<file path="config.mk">
export PLATFORM = sky130hd
export DESIGN_NAME = seven_seg_mux
export DESIGN_NICKNAME = d
export VERILOG_FILES = /design/src/rtl/seven_seg_pkg.sv /design/src/rtl/seg_decode.sv /design/src/rtl/seven_seg_mux.sv
export SDC_FILE = /design/constraint.sdc
export NUM_CORES = 1
export LEC_CHECK = 0
export CAP_MARGIN = 0
export CORE_MARGIN = 2
export CORE_UTILIZATION = 49
export CTS_CLUSTER_DIAMETER = 40
export CTS_CLUSTER_SIZE = 20
export DETAILED_ROUTE_END_ITERATION = 6
export GPL_TIMING_DRIVEN = 0
export PLACE_DENSITY = 0.76
export SLEW_MARGIN = 20
export SYNTH_ARGS = -nofsm -noshare
export SYNTH_HDL_FRONTEND = slang
export SYNTH_HIERARCHICAL = 1
export SYNTH_SLANG_ARGS = --single-unit
</file>
<file path="constraint.sdc">
create_clock -name clk -period 3.81 [get_ports clk]
set_input_delay 1.143 -clock clk [delete_from_list [all_inputs] [get_ports clk]]
set_output_delay 1.143 -clock clk [all_outputs]
set_load 0.02 [all_outputs]
</file>
<file path="src/rtl/seven_seg_pkg.sv">
// Shared constants for the multiplexed seven-segment driver: glyphs (active-low,
// bit 6 = segment a) and the segment bit positions.
package seven_seg_pkg;

  localparam int unsigned SEG_A = 6;
  localparam int unsigned SEG_B = 5;
  localparam int unsigned SEG_C = 4;
  localparam int unsigned SEG_D = 3;
  localparam int unsigned SEG_E = 2;
  localparam int unsigned SEG_F = 1;
  localparam int unsigned SEG_G = 0;

  localparam logic [6:0] GLYPH_0 = 7'b0000001;
  localparam logic [6:0] GLYPH_1 = 7'b1001111;
  localparam logic [6:0] GLYPH_2 = 7'b0010010;
  localparam logic [6:0] GLYPH_3 = 7'b0000110;
  localparam logic [6:0] GLYPH_4 = 7'b1001100;
  localparam logic [6:0] GLYPH_5 = 7'b0100100;
  localparam logic [6:0] GLYPH_6 = 7'b0100000;
  localparam logic [6:0] GLYPH_7 = 7'b0001111;
  localparam logic [6:0] GLYPH_8 = 7'b0000000;
  localparam logic [6:0] GLYPH_9 = 7'b0001100;
  localparam logic [6:0] GLYPH_A = 7'b0001000;
  localparam logic [6:0] GLYPH_B = 7'b1100000;
  localparam logic [6:0] GLYPH_C = 7'b0110001;
  localparam logic [6:0] GLYPH_D = 7'b1000010;
  localparam logic [6:0] GLYPH_E = 7'b0110000;
  localparam logic [6:0] GLYPH_F = 7'b0111000;

  localparam logic [6:0] SEG_BLANK = 7'b1111111;

endpackage

</file>
<file path="src/rtl/seg_decode.sv">
// Hex nibble to active-low seven-segment glyph; purely combinational.
module seg_decode
  import seven_seg_pkg::*;
(
  input  logic [3:0] nibble,
  output logic [6:0] seg
);

  always_comb begin
    seg = SEG_BLANK;
    case (nibble)
      4'h0: seg = GLYPH_0;
      4'h1: seg = GLYPH_1;
      4'h2: seg = GLYPH_2;
      4'h3: seg = GLYPH_3;
      4'h4: seg = GLYPH_4;
      4'h5: seg = GLYPH_5;
      4'h6: seg = GLYPH_6;
      4'h7: seg = GLYPH_7;
      4'h8: seg = GLYPH_8;
      4'h9: seg = GLYPH_9;
      4'ha: seg = GLYPH_A;
      4'hb: seg = GLYPH_B;
      4'hc: seg = GLYPH_C;
      4'hd: seg = GLYPH_D;
      4'he: seg = GLYPH_E;
      4'hf: seg = GLYPH_F;
      default: seg = SEG_BLANK;
    endcase
  end

endmodule

</file>
<file path="src/rtl/seven_seg_mux.sv">
// Time-multiplexed seven-segment display driver with per-slot anti-ghosting guard,
// shadowed display data, forced/leading-zero blanking and fully registered outputs.
module seven_seg_mux
  import seven_seg_pkg::*;
#(
  parameter int unsigned NUM_DIGITS   = 4,
  parameter int unsigned REFRESH_DIV  = 100000,
  parameter int unsigned GUARD_CYCLES = 16
) (
  input  logic                    clk,
  input  logic                    rst,
  input  logic                    load,
  input  logic [4*NUM_DIGITS-1:0] value,
  input  logic [NUM_DIGITS-1:0]   dp,
  input  logic [NUM_DIGITS-1:0]   blank_mask,
  input  logic                    lz_blank,
  input  logic                    enable,
  output logic [6:0]              seg,
  output logic                    dp_n,
  output logic [NUM_DIGITS-1:0]   an,
  output logic                    frame
);

  localparam int unsigned DIV_W = $clog2(REFRESH_DIV);
  localparam int unsigned IDX_W = (NUM_DIGITS > 1) ? $clog2(NUM_DIGITS) : 1;

  if (NUM_DIGITS < 1 || NUM_DIGITS > 8) begin : gen_bad_digits
    $error("seven_seg_mux: NUM_DIGITS must be in 1..8");
  end
  if (REFRESH_DIV < GUARD_CYCLES + 2) begin : gen_bad_div
    $error("seven_seg_mux: REFRESH_DIV must be >= GUARD_CYCLES+2");
  end

  logic [DIV_W-1:0]        div_q, div_d;
  logic [IDX_W-1:0]        idx_q, idx_d;
  logic                    wrap_div, wrap_idx;
  logic [4*NUM_DIGITS-1:0] value_q;
  logic [NUM_DIGITS-1:0]   dp_q, blank_q;

  logic [3:0]              nibble;
  logic [6:0]              glyph;
  logic                    dp_sel, bm_sel, lz_sel, all_zero, dark, blank;

  logic [6:0]              seg_q, seg_d;
  logic                    dp_n_q, dp_n_d, frame_q, frame_d;
  logic [NUM_DIGITS-1:0]   an_q, an_d;

  always_comb begin
    wrap_div = (div_q == DIV_W'(REFRESH_DIV - 1));
    wrap_idx = (idx_q == IDX_W'(NUM_DIGITS - 1));
    div_d    = wrap_div ? '0 : div_q + 1'b1;
    idx_d    = idx_q;
    if (wrap_div) begin
      idx_d = wrap_idx ? '0 : idx_q + 1'b1;
    end
  end

  // Outputs are computed for the upcoming counter state but from the current shadow,
  // so counters and outputs stay aligned while loads land one cycle later.
  always_comb begin
    nibble   = '0;
    dp_sel   = 1'b0;
    bm_sel   = 1'b0;
    lz_sel   = 1'b0;
    all_zero = 1'b1;
    for (int i = NUM_DIGITS - 1; i >= 0; i--) begin
      all_zero = all_zero & (value_q[4*i +: 4] == 4'h0);
      if (idx_d == IDX_W'(i)) begin
        nibble = value_q[4*i +: 4];
        dp_sel = dp_q[i];
        bm_sel = blank_q[i];
        lz_sel = all_zero && (i != 0);
      end
    end
  end

  seg_decode u_seg_decode (
    .nibble (nibble),
    .seg    (glyph)
  );

  always_comb begin
    blank   = bm_sel | (lz_blank & lz_sel);
    dark    = !enable || (div_d < DIV_W'(GUARD_CYCLES));
    seg_d   = (dark || blank) ? SEG_BLANK : glyph;
    dp_n_d  = dark | ~dp_sel;
    frame_d = wrap_div & wrap_idx;
    an_d    = '1;
    for (int i = 0; i < NUM_DIGITS; i++) begin
      an_d[i] = dark || (idx_d != IDX_W'(i));
    end
  end

  always_ff @(posedge clk) begin
    if (rst) begin
      div_q   <= '0;
      idx_q   <= '0;
      value_q <= '0;
      dp_q    <= '0;
      blank_q <= '0;
      seg_q   <= SEG_BLANK;
      dp_n_q  <= 1'b1;
      an_q    <= '1;
      frame_q <= 1'b0;
    end else begin
      div_q   <= div_d;
      idx_q   <= idx_d;
      if (load) begin
        value_q <= value;
        dp_q    <= dp;
        blank_q <= blank_mask;
      end
      seg_q   <= seg_d;
      dp_n_q  <= dp_n_d;
      an_q    <= an_d;
      frame_q <= frame_d;
    end
  end

  assign seg   = seg_q;
  assign dp_n  = dp_n_q;
  assign an    = an_q;
  assign frame = frame_q;

endmodule

</file>
==> impl_metrics.json <==
{
  "crit_type": "reg2reg",
  "relSlewSlack_pct": 53.8,
  "final_common_cell": "dfxtp_1",
  "final-seq-area_um2": 1120,
  "powerDensity_nw_per_um2": 326,
  "start_util_pct": 50.8,
  "die_w_um": 79.5,
  "place_congestion": 0.902,
  "hold_ws_ns": 0.504,
  "via_per_inst": 5.55,
  "crit_slowest_cell": "or4_4",
  "power.total_uw": 1140,
  "tightest_slew_ns": 0.693,
  "cp_top_family": "simple AND/OR/NAND/NOR gates",
  "fp.coreArea_um2": 5510,
  "crit_required_ns": 4.06,
  "io_pins": 42,
  "cts_made_buffers": 5,
  "status": "completed",
  "grt_first_pass_wirelength_um": 10000,
  "first_global_vias": 2210,
  "portBuffers": 40,
  "netlist_area_um2": 2800,
  "dieArea_um2": 6330,
  "firstDrtPassIters": 6,
  "netlist_instances": 306,
  "maxCapViolCount": 0,
  "drtIter0Drc": 119,
  "p_int_uw": 868,
  "n_fill_cell": 473,
  "cts_sinks": 56,
  "cts_buffer_depth": 2,
  "clock_latency_ns": 0.31,
  "vias": 2405,
  "fp-row-count": 27,
  "dieHeight_um": 79.5,
  "antenna_left": 0,
  "startpoint_type": "flip-flop",
  "multi_input_area_um2": 1600,
  "power.clock.fraction_pct": 34.5,
  "routedWlPerCell_um": 14.3,
  "syn_area_per_cell_um2": 9.14,
  "post-dp-hpwl_um": 4440,
  "final_cell_mix": "56 x dfxtp_1, 53 x nor2_1, 40 x clkdlybuf4s50_1",
  "yosysWarnings": 6,
  "synth_edf_count": 0,
  "cp_data_arrival_time_ns": 3.81,
  "ir_worst_vdd_mv": 0.224,
  "power_frac_seq_pct": 54.2,
  "yosysUniqueCellTypes": 48,
  "synth_seq_cells": 56,
  "skew_ns": 0.00645,
  "setup_viol": 0,
  "clock-root-buffer": "clkbuf_8",
  "hold_buffers": 0,
  "path_cells": "buf_6, or4_4, nor4_4, buf_4, buf_4, mux2i_4, buf_2, a211oi_1, a21oi_2, inv_1, ha_1, mux2i_1, nor2_1, a211oi_2, nand4b_1",
  "dp_slack_ns": -0.531,
  "synth_top_flop_cell": "dfxtp_1",
  "period_needed_ns": 3.55,
  "syn2layout_area_growth_pct": 24.7,
  "min_path_type": "reg2reg",
  "grt_max_degree": 18,
  "p_leak_uw": 0.00138,
  "max_freq_mhz": 281,
  "htreeDepth": 2,
  "num_antenna_cells": 0,
  "path_buf_inv": 5,
  "ys_seq_area_share_pct": 40.1,
  "switchingPower_uw": 268,
  "tns_ns": 0,
  "final_hold_viol_count": 0,
  "cp_max_fo": 10,
  "layout.nets": 397,
  "post-route-drc-count": 0,
  "antenna_found_initial": 0,
  "period_share_pct": 93.3,
  "synth_fp_nets": 343,
  "slew_violations": 0,
  "comb_power_share_pct": 11.3,
  "drive_above_1_share_pct": 9.70,
  "worst_slack_ns": 0.256,
  "cts_tree": "done",
  "cp_slowest_stage_delay_ns": 0.54,
  "drt_wl_total_um": 6210,
  "end_kind": "flip-flop",
  "clkTransAtPathRegs_ns": 0.10,
  "cpMostUsedCell": "buf_4",
  "layout.core_utilization_pct": 63.3,
  "overflow": 0,
  "grt_usage_pct": 20.1,
  "switching_share_pct": 23.6,
  "synthArstFlopShare_pct": 0
}
[cell usage after synthesis, types with 2 or more instances]
library cell / n / area share [%]
xor2_1: 8 / 2.5
nand2_1: 19 / 2.6
mux2i_1: 38 / 14
o21ai_0: 3 / 0.54
nor3_1: 5 / 0.89
a211oi_1: 5 / 1.3
dfxtp_1: 56 / 40
clkbuf_1: 12 / 1.6
and3_1: 3 / 0.67
a22o_1: 2 / 0.63
and2_1: 4 / 0.89
nor4_1: 5 / 1.1
mux2_2: 2 / 0.81
nor2b_1: 6 / 1.3
nand3b_1: 2 / 0.54
a21oi_1: 7 / 1.3
buf_2: 3 / 0.54
or4_1: 3 / 0.81
buf_6: 3 / 1.2
o211ai_1: 2 / 0.54
nand4_1: 7 / 1.6
or2_2: 2 / 0.45
nand3_1: 8 / 1.4
nand4b_1: 9 / 2.8
ha_1: 8 / 3.6
xnor2_1: 8 / 2.5
inv_1: 3 / 0.40
nor2_1: 53 / 7.1
[per-layer routing]
metal | up-vias | routed length [um] | track usage [%]
met2 | 84 | 2960 | 35.0
met3 | 7 | 333 | 4.64
li1 | 1192 | - | -
met4 | 0 | 85 | 6.72
met1 | 1122 | 2820 | 24.3
met5 | - | 0 | 0
[power by group through the flow]
| stage | Combinational (uW) | Clock, uW | Sequential (uW) |
|---|---|---|---|
| 6_report | 128 | 392 | 616 |
| 5_1_grt | 141 | 423 | 619 |
| 4_1_cts | 127 | 401 | 616 |
| 3_5_place_dp | 125 | 0 | 630 |
| 3_3_place_gp | 122 | 0 | 629 |
| 2_1_floorplan | 80.3 | 0 | 625 |
[state kept, by name, indices dropped and copies added, names as in the netlist, 2 cells and up]
register,count
seg,7
blank_q,4
an,4
idx_q,2
value_q,16
dp_q,4
div_q,17
[logic make-up after synthesis]
logic type,after synthesis,share of synthesized area (%)
AND/OR/NAND/NOR,134,25.1
AO/OA/AOI/OAI,30,7.92
XOR/XNOR,16,5.01
multiplexers,40,14.4
buffers and inverters,22,3.89
flip-flops,56,40.1
adder cells (fa/ha/maj),8,3.58
[worst reg2reg max path, cell delays in order, from the launching register on]
cell and delay, ns:
dfxtp_1 0.32, buf_6 0.13, or4_4 0.54, nor4_4 0.27, buf_4 0.19, buf_4 0.14
mux2i_4 0.29, buf_2 0.27, a211oi_1 0.09, a21oi_2 0.17, inv_1 0.15, ha_1 0.41
mux2i_1 0.21, nor2_1 0.06, a211oi_2 0.13, nand4b_1 0.12
[area by class of cell]
type | instances | share of cell area, %
clock inverters | 3 | 1.22
flip-flops and latches | 56 | 32.1
inverters | 4 | 0.431
well taps | 72 | 2.58
multi-input cells | 228 | 45.9
clock buffers | 5 | 1.97
plain buffers | 18 | 2.80
repair buffers | 47 | 13.0
[repair_timing]
| action | CTS | global route |
|---|---|---|
| endpoints found under the setup margin | 7 | 4 |
| resized for setup | 5 | 4 |
| pin swaps | 1 | 1 |
| buffers inserted | 4 | 3 |
[final timing paths]
kind	from	cells after the start	slack [ns]	end
max	div_q[12]$_SDFF_PP0_	15	0.26	seg[3]$_SDFF_PP1_
min	dp_q[1]$_SDFFE_PP0P_	2	0.50	dp_q[1]$_SDFFE_PP0P_
max reg2reg	div_q[12]$_SDFF_PP0_	15	0.26	seg[3]$_SDFF_PP1_
min reg2reg	dp_q[1]$_SDFFE_PP0P_	2	0.50	dp_q[1]$_SDFFE_PP0P_
[per-stage QoR]
step | instances | cell area (um^2)
after floorplan | 306 | 2800
after global placement | 418 | 3290
after detailed placement | 418 | 3290
after CTS | 430 | 3450
after global routing | 433 | 3490
final | 433 | 3490
(Power assumes the default switching activity.)
